`src/rtl/ram_pair_reader.sv`:
```
// ram_pair_reader: walks two RAM read streams in lockstep and emits (word1, word2, sum) beats over valid/ready
module ram_pair_reader #(
  parameter int AW = 6,
  parameter int DW = 16
) (
  input  logic          clk,
  input  logic          rst,
  input  logic          start,
  input  logic [AW-1:0] base1,
  input  logic [AW-1:0] base2,
  input  logic [AW-1:0] len,
  output logic          busy,
  output logic [AW-1:0] ra1,
  output logic [AW-1:0] ra2,
  input  logic [DW-1:0] do1,
  input  logic [DW-1:0] do2,
  output logic          m_valid,
  input  logic          m_ready,
  output logic [DW-1:0] m_data1,
  output logic [DW-1:0] m_data2,
  output logic [DW:0]   m_sum,
  output logic          m_last,
  output logic          done
);
  localparam logic [1:0] S_IDLE  = 2'd0;
  localparam logic [1:0] S_RUN   = 2'd1;
  localparam logic [1:0] S_DRAIN = 2'd2;

  logic [1:0]    r_state;
  logic [AW-1:0] r_ptr1, r_ptr2, r_cnt;
  logic          r_valid, r_last, r_done;
  logic [DW-1:0] r_data1, r_data2;
  logic [DW:0]   r_sum;
  logic          w_free, w_capture, w_final;

  assign w_free    = !r_valid || m_ready;
  assign w_capture = (r_state == S_RUN) && w_free;
  assign w_final   = (r_state == S_DRAIN) && r_valid && m_ready;

  // FSM, address pointers and remaining-pair counter; pointers only advance on a capture
  always_ff @(posedge clk or posedge rst) begin
    if (rst) begin
      r_state <= S_IDLE;
      r_ptr1  <= '0;
      r_ptr2  <= '0;
      r_cnt   <= '0;
    end else if (r_state == S_IDLE && start) begin
      r_state <= S_RUN;
      r_ptr1  <= base1;
      r_ptr2  <= base2;
      r_cnt   <= len;
    end else if (w_capture) begin
      r_ptr1  <= r_ptr1 + 1'b1;
      r_ptr2  <= r_ptr2 + 1'b1;
      r_cnt   <= (r_cnt == '0) ? r_cnt : r_cnt - 1'b1;
      r_state <= (r_cnt == '0) ? S_DRAIN : S_RUN;
    end else if (w_final) begin
      r_state <= S_IDLE;
    end
  end

  // Output beat register: loads a fresh pair whenever free in RUN, holds while stalled
  always_ff @(posedge clk or posedge rst) begin
    if (rst) begin
      r_valid <= 1'b0;
      r_last  <= 1'b0;
      r_data1 <= '0;
      r_data2 <= '0;
      r_sum   <= '0;
    end else if (w_capture) begin
      r_valid <= 1'b1;
      r_last  <= (r_cnt == '0);
      r_data1 <= do1;
      r_data2 <= do2;
      r_sum   <= {1'b0, do1} + {1'b0, do2};
    end else if (w_final) begin
      r_valid <= 1'b0;
      r_last  <= 1'b0;
    end
  end

  // Completion pulse on the cycle after the final beat is accepted
  always_ff @(posedge clk or posedge rst) begin
    if (rst) r_done <= 1'b0;
    else     r_done <= w_final;
  end

  assign busy    = (r_state == S_RUN) || (r_state == S_DRAIN);
  assign ra1     = r_ptr1;
  assign ra2     = r_ptr2;
  assign m_valid = r_valid;
  assign m_last  = r_last;
  assign m_data1 = r_data1;
  assign m_data2 = r_data2;
  assign m_sum   = r_sum;
  assign done    = r_done;
endmodule

```
`config.mk`:
```
export PLATFORM = sky130hd
export DESIGN_NAME = ram_pair_reader
export DESIGN_NICKNAME = d
export VERILOG_FILES = /design/src/rtl/ram_pair_reader.sv
export SDC_FILE = /design/constraint.sdc
export NUM_CORES = 1
export LEC_CHECK = 0
export BUFFER_PORTS_ARGS = -buffer_cell sky130_fd_sc_hd__buf_2
export CAP_MARGIN = 5
export CELL_PAD_IN_SITES_DETAIL_PLACEMENT = 1
export CELL_PAD_IN_SITES_GLOBAL_PLACEMENT = 2
export CORE_MARGIN = 1
export CORE_UTILIZATION = 32
export DETAILED_ROUTE_END_ITERATION = 16
export PLACE_DENSITY_LB_ADDON = 0.12
export SYNTH_ARGS = -nofsm -noshare
export SYNTH_HDL_FRONTEND = slang
export SYNTH_SLANG_ARGS = --single-unit
```
`constraint.sdc`:
```
create_clock -name clk -period 6.2 [get_ports clk]
set_clock_uncertainty 0.2 [all_clocks]
set_input_delay 0.93 -clock clk [delete_from_list [all_inputs] [get_ports clk]]
set_output_delay 0.93 -clock clk [all_outputs]
set_load 0.05 [all_outputs]
```
* Yosys cells after proc, flatten, opt, wreduce, memory -nomap -nowiden
Index checks and enable logic that the tools add are counted.
Word-level totals: bits in registers 72, bits of input ports 54, output and inout bits 65, word-level logic and storage cells 44
Cells by class: add/sub/neg operators 4, eq/ne operators 3, muxes and demuxes 14, reductions and logical operators 13
Operators by type and width (number):
- two-way mux 6 bit | 7
- adder 16 x 16 -> 17 bit | 1
- adder 6 x 1 -> 6 bit, second input constant | 2
- two-way mux 2 bit | 4
- zero test 6 bit | 1
- subtractor 6 x 1 -> 6 bit, second input constant | 1
- logical AND 1 bit | 4
- nonzero test 2 bit | 2
- two-way mux 1 bit | 3
- nonzero test 3 bit | 1
- equality test 2 x 1 -> 1 bit, second input constant | 1
- equality test 2 bit, second input constant | 1
- zero test 2 bit | 1
- logical OR 1 bit | 2
- inequality test 2 bit, second input constant | 1
- AND reduction 2 bit | 1
- zero test 1 bit | 1

* Longest topological paths before layout
Gate-level depths: netlist of the first run.
word-level depth 6, depth in mapped cells 8, gate-level depth less buffers 7

* Least setup slack after synthesis of the first run
Ideal clock, no wire load.
kind input port to flip-flop, from input do1[0], to register r_sum[14], in the netlist m_sum[14], setup time 0.123 ns, data arrival time 2.373 ns, required time 5.877 ns, setup slack 3.504 ns, stages 7, buffers on the path 0, path through ha_1 fa_1 a21oi_1 o211ai_1 and4b_1 a211oi_1 nand2_1
On the way: cells in the longest elaborated chain, start to end 1
RTL lines:
- start, declared | line 15 | input logic [DW-1:0] do1,
- adder 16 x 16 -> 17 bit | line 75 | r_sum <= {1'b0, do1} + {1'b0, do2};
- end signal, assigned | line 75
- end, declared | line 33 | logic [DW:0] r_sum;
No other way between the ends. A chain may end at the register's enable or synchronous reset.

* Worst setup path after layout of the first run
Same ends and word-level chain as after synthesis.

==> results of run 1 <==
-- per-layer routing --
layer  global-route usage  vias to the layer above
met2                0.300                       65
met4               0.0773                        0
li1                     -                     1732
met1                0.230                     1646
met5                    0                        -
met3               0.0359                       11
-- logic make-up (layout without fill, tap and decap cells) --
kind of cell,after synthesis,in the layout
AND/OR/NAND/NOR,201,201
AO/OA/AOI/OAI,83,83
flip-flops,72,72
buffers and inverters,35,154
adder cells (fa/ha/maj),24,24
XOR/XNOR,24,24
multiplexers,5,5
-- cell type report --
cell class / count / area [µm²] / area share
flip-flops and latches: 72 / 1800 / 0.366
well taps: 147 / 184 / 0.0373
repair buffers: 121 / 613 / 0.124
clock buffers: 15 / 268 / 0.0544
multi-input cells: 337 / 1990 / 0.404
inverters: 18 / 68.8 / 0.0140
-- per-stage QoR --
| stage | power, W | cells | cell area [µm²] |
|---|---|---|---|
| finish | 0.00287 | 710 | 4920 |
| global route | 0.00306 | 710 | 4920 |
| CTS | 0.00291 | 710 | 4920 |
| detailed placement | 0.00242 | 695 | 4660 |
| global placement | 0.00239 | 695 | 4660 |
| floorplan | 0.00203 | 444 | 3930 |
-- cell usage after synthesis, types with 2 or more instances --
master and instances:
nand2_1 148, dfrtp_1 72, o21ai_0 28, ha_1 23, a21oi_1 18, inv_1 18
xor2_1 13, xnor2_1 11, buf_2 9, nor2_1 8, a211oi_1 7, and2_1 7
and3_1 7, clkbuf_1 7, nand3_1 7, nand4_1 6, mux2i_1 5, o211ai_1 5
o21ai_1 5, nor3_1 4, a21o_1 3, a31oi_1 3, a41oi_1 2, nand2b_1 2
nor4_1 2, o21bai_1 2, or3_1 2
-- registers in the layout, summed over array words and instances (netlist names) --
signal and cells:
ra1 6, ra2 6, done 1, m_data2 16, r_state 2, m_valid 1, r_cnt 6, m_data1 16
m_sum 17, m_last 1
-- where the power goes --
| group | switching, W | internal (W) |
|---|---|---|
| logic | 0.00117 | 0.000378 |
| clock network | 0.000189 | 0.000291 |
| registers | 0.000143 | 0.000694 |
-- how the worst min path moves through the flow --
stage / startpoint / to / slack, ns / depth (start not counted)
after floorplan: r_state[0]$_DFFE_PP0P_ / r_state[0]$_DFFE_PP0P_ / 0.31 / 2
after global placement: m_data2[5]$_DFFE_PP0P_ / m_data2[5]$_DFFE_PP0P_ / 0.25 / 2
after detailed placement: m_data2[14]$_DFFE_PP0P_ / m_data2[14]$_DFFE_PP0P_ / 0.26 / 2
after CTS: m_data2[3]$_DFFE_PP0P_ / m_data2[3]$_DFFE_PP0P_ / 0.27 / 2
after global routing: m_data2[3]$_DFFE_PP0P_ / m_data2[3]$_DFFE_PP0P_ / 0.29 / 2
final: m_sum[1]$_DFFE_PP0P_ / m_sum[1]$_DFFE_PP0P_ / 0.26 / 2
-- critical path, cell delays in order --
cell	delay, ns
buf_2	0.11
ha_1	0.23
fa_1	0.41
a21oi_1	0.25
o211ai_1	0.26
and4b_1	0.25
a211oi_1	0.25
nand2_1	0.09
==> impl_metrics.tcl, run 1 <==
set metrics [dict create \
    status "finished, final reports clean" \
    synthSimpleGateAreaFrac 0.225 \
    grt_pass1_wl_um 17900 \
    ys_warn_count 0 \
    setup_viol 0 \
    critPathKind "in2reg" \
    end_kind "flop" \
    synth-xor-area-share 0.0535 \
    cts_tree "built" \
    worstRegToRegCells 8 \
    maxCapViolCount 0 \
    drt-pass1-iter-count 5 \
    die-area_um2 12700 \
    synth_nets 522 \
    cts_resized 0 \
    die_w_um 113 \
    hold_viol_final 0 \
    slew_violations 0 \
    endpoint "m_sum[14]$_DFFE_PP0P_" \
    postRouteAntennaNets 0 \
    cts_setup_buffers 0 \
    synth_top_family_by_area "simple AND/OR/NAND/NOR gates" \
    cts_buffers 9 \
    whs_ns 0.264 \
    slew_headroom 0.249 \
    area_growth_syn_to_layout_pct 25.4 \
    netlist_top_cells_area "dfrtp_1 46%, nand2_1 14%, ha_1 7.3%" \
    yosysTopAreaCellShare 0.459 \
    grt_max_degree 73 \
    fin_util 0.410 \
    first_iter_violations 95 \
    synthCells 444 \
    routedWlPerCell_um 15.1 \
    start_util 0.327 \
    clkTransAtPathRegs_ns 0.05 \
    syn_avg_cell_area_um2 8.85 \
    final_common_cell "nand2_1" \
    synth_edf_count 0 \
    drcViolationCount 0 \
    root_buffer "clkbuf_16" \
    reg2reg_to "ra1[5]$_DFFE_PP0P_" \
    grt_usage 0.181 \
    cp_data_arrival_time_ns 2.78 \
    power.density_nw_per_um2 582 \
    ios 119 \
    io_buffers 118 \
    wl_met2_um 5080 \
    routedLengthMet1_um 5060 \
    antenna_found_initial 0 \
    r2r_start "r_state[1]$_DFFE_PP0P_" \
    mostFrequentLayoutCells "147 x nand2_1, 118 x buf_2, 72 x dfrtp_1" \
    met3WireLength_um 399 \
    post_synth_num_cell_types 47 \
    placementRows 40 \
    ys_async_sr_fraction 1.00 \
    top_layer "met4" \
    via_per_inst 4.86 \
    synth_compound_area_frac 0.135 \
    coreArea_um2 12000 \
    ir_drop_mv 0.211 \
    synth_ff_type "dfrtp_1" \
    synthAdderAreaFrac 0.0784 \
    worstPathMaxFanout 5 \
    fill_cells 1463 \
    fin_nets 637 \
    start_kind "input port" \
    period_minus_slack_ns 2.77 \
    tightestPinTransition_ns 1.13 \
    reg2reg_setup_slack_ns 3.44 \
    synth_top_cell_by_area "dfrtp_1" \
    drive_above_1_share 0.254 \
    antenna_cells 0 \
    fin_crit_sh 0.446 \
    hold_class "reg2reg" \
    postCtsHoldBufs 0 \
    synth-seq-cells 72 \
    routed_wl_um 10700 \
    place_ws_ns 3.07 \
    die_h_um 113 \
    vias 3454 \
    fin_setup_tns_ns 0 \
    grt_pass1_vias 3611 \
    synthMuxAreaShare 0.0127 \
    hpwlAfterDp_um 7720 \
    required_ns 6.22 \
    worstSkewPairLatency_ns 0.34 \
    seq_area_frac_synth 0.459 \
    setup_ws_ns 3.43 \
    gp_congestion 0.739 \
    clk_path_buf_depth 2 \
    p_leak_nw 2.53 \
    clock_sinks 72 \
    fmax_ghz 0.361 \
    htreeDepth 3 \
    grt-ovfl-total 0 \
    synth_area_um2 3930 \
    crit_start "do1[0]" \
    rsz0062_at_grt "false" \
]
Note: power is estimated with default switching activity, not from simulation.
==> run 2: changes to the inputs <==
--- a/config.mk
+++ b/config.mk
@@ -5,12 +5,13 @@
 export SDC_FILE = /design/constraint.sdc
 export NUM_CORES = 1
 export LEC_CHECK = 0
+export ABC_AREA = 1
 export BUFFER_PORTS_ARGS = -buffer_cell sky130_fd_sc_hd__buf_2
 export CAP_MARGIN = 5
 export CELL_PAD_IN_SITES_DETAIL_PLACEMENT = 1
 export CELL_PAD_IN_SITES_GLOBAL_PLACEMENT = 2
 export CORE_MARGIN = 1
-export CORE_UTILIZATION = 32
+export CORE_UTILIZATION = 26
 export DETAILED_ROUTE_END_ITERATION = 16
 export PLACE_DENSITY_LB_ADDON = 0.12
 export SYNTH_ARGS = -nofsm -noshare
==> constraint.sdc (replaced) <==
create_clock -name clk -period 2.48 [get_ports clk]
set_clock_uncertainty 0.2 [all_clocks]
set_input_delay 0.372 -clock clk [delete_from_list [all_inputs] [get_ports clk]]
set_output_delay 0.372 -clock clk [all_outputs]
set_load 0.05 [all_outputs]
==> impl_metrics.tcl, run 2 <==
set metrics [dict create \
    p_leak_nw 3.07 \
    period_minus_slack_ns 1.92 \
    drt-pass1-iter-count 4 \
    final_common_cell "nand2_1" \
    ios 119 \
    pwr-share-clk 0.493 \
    crit_start "r_state[1]$_DFFE_PP0P_" \
    synth_edf_count 0 \
    pwr-share-seq 0.402 \
    drcViolationCount 0 \
    mostFrequentLayoutCells "236 x nand2_1, 118 x buf_2, 72 x dfrtp_1" \
    r2r_start "r_state[1]$_DFFE_PP0P_" \
    synthCells 534 \
    setup_viol 0 \
    placementRows 45 \
    antenna_found_initial 0 \
    synth_ff_type "dfrtp_1" \
    io_buffers 118 \
    slew_violations 0 \
    cts_resized 0 \
    placed_cells 830 \
    ir_drop_mv 0.303 \
    fin_setup_tns_ns 0 \
    tightestPinTransition_ns 0.487 \
    p_comb_frac 0.104 \
    cp_data_arrival_time_ns 1.99 \
    drive_above_1_share 0.226 \
    reg2reg_to "m_sum[16]$_DFFE_PP0P_" \
    via_per_inst 4.50 \
    end_kind "flop" \
    gp_congestion 0.719 \
    seq_area_frac_synth 0.445 \
    die_h_um 127 \
    p_sw_frac 0.254 \
    p_switching_w 0.000742 \
    largest_register_ffs 17 \
    clock_sinks 72 \
    status "finished, final reports clean" \
    clk_path_buf_depth 2 \
    hold_class "in2reg" \
    ys_warn_count 0 \
    maxCapViolCount 0 \
    worstPathMaxFanout 44 \
    postRouteAntennaNets 0 \
    cts_setup_buffers 0 \
    fmax_ghz 0.520 \
    grt_max_degree 73 \
    synth_most_common_cell "nand2_1" \
    netlist_top_cells_area "dfrtp_1 44%, nand2_1 22%, ha_1 7.1%" \
    root_buffer "clkbuf_16" \
    cts_buffers 9 \
    worstSkewPairLatency_ns 0.35 \
    die-area_um2 16100 \
    synthTopCellsByCount "236 x nand2_1, 72 x dfrtp_1, 53 x inv_1" \
    grt_usage 0.162 \
    routedWlPerCell_um 14.5 \
    start_util 0.267 \
    clkTransAtPathRegs_ns 0.07 \
    grt-ovfl-total 0 \
    fin_cells 847 \
    p_int_w 0.00218 \
    reg2reg_setup_slack_ns 0.56 \
    antenna_cells 0 \
    required_ns 2.55 \
    postCtsHoldBufs 1 \
    grt_pass1_vias 4025 \
    power.density_nw_per_um2 563 \
    yosysTopAreaCellShare 0.445 \
    synth-seq-cells 72 \
    fin_nets 732 \
    syn_avg_cell_area_um2 7.59 \
    cts_tree "built" \
    hold_viol_final 0 \
    slew_headroom 0.674 \
    grt_pass1_wl_um 20500 \
    post_synth_num_cell_types 36 \
    ys_async_sr_fraction 1.00 \
    worstRegToRegCells 6 \
    synth_area_um2 4050 \
    start_kind "flop" \
    synth_nets 612 \
    coreArea_um2 15200 \
    vias 3813 \
    first_iter_violations 172 \
    fin_crit_sh 0.775 \
    critPathKind "reg2reg" \
    endpoint "m_sum[16]$_DFFE_PP0P_" \
    power.total_w 0.00292 \
    htreeDepth 3 \
    synth_top_cell_by_area "dfrtp_1" \
    area_growth_syn_to_layout_pct 27.8 \
    rsz0062_at_grt "false" \
    die_w_um 127 \
    whs_ns 0.0287 \
    routed_wl_um 12300 \
    hpwlAfterDp_um 9030 \
]
## run 2: changes by cell type after synthesis, moves of 5 or more
| cell | previous run | this run |
|---|---|---|
| o21ai_0 | 28 | 16 |
| and2_1 | 7 | 0 |
| nand3_1 | 7 | 30 |
| and3_1 | 7 | 0 |
| nand2_1 | 148 | 236 |
| a211oi_1 | 7 | 0 |
| xnor2_1 | 11 | 2 |
| a21oi_1 | 18 | 13 |
| nor2_1 | 8 | 23 |
| xor2_1 | 13 | 6 |
| inv_1 | 18 | 53 |
| mux2i_1 | 5 | 0 |
## run 2: cell type report
class                           count  area, µm²
Inverter                           56        214
Tap cell                          188        235
Fill cell                        1901      10000
Sequential cell                    72       1800
Clock inverter                      6       92.6
Clock buffer                       10        229
Multi-Input combinational cell    392       1950
Timing Repair Buffer              123        656
## run 2: worst min-delay path by stage
stage / startpoint / endpoint / slack [ns] / cells past startpoint
2_1_floorplan: do1[0] / m_data1[0]$_DFFE_PP0P_ / 0.28 / 2
3_3_place_gp: m_data1[3]$_DFFE_PP0P_ / m_data1[3]$_DFFE_PP0P_ / 0.26 / 2
3_5_place_dp: m_data1[4]$_DFFE_PP0P_ / m_data1[4]$_DFFE_PP0P_ / 0.26 / 2
4_1_cts: base1[0] / ra1[0]$_DFFE_PP0P_ / 0.02 / 3
5_1_grt: do2[14] / m_data2[14]$_DFFE_PP0P_ / 0.04 / 3
6_report: base1[0] / ra1[0]$_DFFE_PP0P_ / 0.03 / 3
## run 2: metrics by stage
step           setup WS [ns]  utilization  area [µm²]
2_1_floorplan         0.0831            -        4050
3_3_place_gp           0.370        0.319        4850
3_5_place_dp           0.364        0.319        4850
4_1_cts                0.535        0.341        5180
5_1_grt                0.364        0.341        5180
6_report               0.558        0.341        5180
## run 2: logic make-up (layout without fill, tap and decap cells)
logic type,count (synthesis),after routing,share of synthesized area
buffers and inverters,70,195,0.0738
XOR/XNOR,8,8,0.0173
adder cells (fa/ha/maj),24,24,0.0760
flip-flops,72,72,0.445
AO/OA/AOI/OAI,46,46,0.0673
AND/OR/NAND/NOR,314,314,0.321
## run 2: power groups by stage
stage          sequential (W)  clock, W  combinational (W)
6_report              0.00117   0.00144           0.000304
5_1_grt               0.00117   0.00152           0.000349
3_3_place_gp          0.00120         0           0.000307
4_1_cts               0.00117   0.00149           0.000313
3_5_place_dp          0.00120         0           0.000310
2_1_floorplan         0.00120         0           0.000186
## run 2: worst max-delay path, cell delays in order, from the launching register on
cell and delay (ns):
dfrtp_1 0.35, inv_1 0.08, ha_1 0.23, o21ai_4 0.20, buf_4 0.51, nor2_1 0.10
a21oi_1 0.16
## run 2: layer usage
layer | track usage | vias to the layer above | wire length [µm]
met4 | 0.0665 | 0 | 203
met1 | 0.209 | 1812 | 6090
li1 | - | 1922 | -
met2 | 0.265 | 67 | 5520
met3 | 0.0329 | 12 | 463
met5 | 0 | - | 0
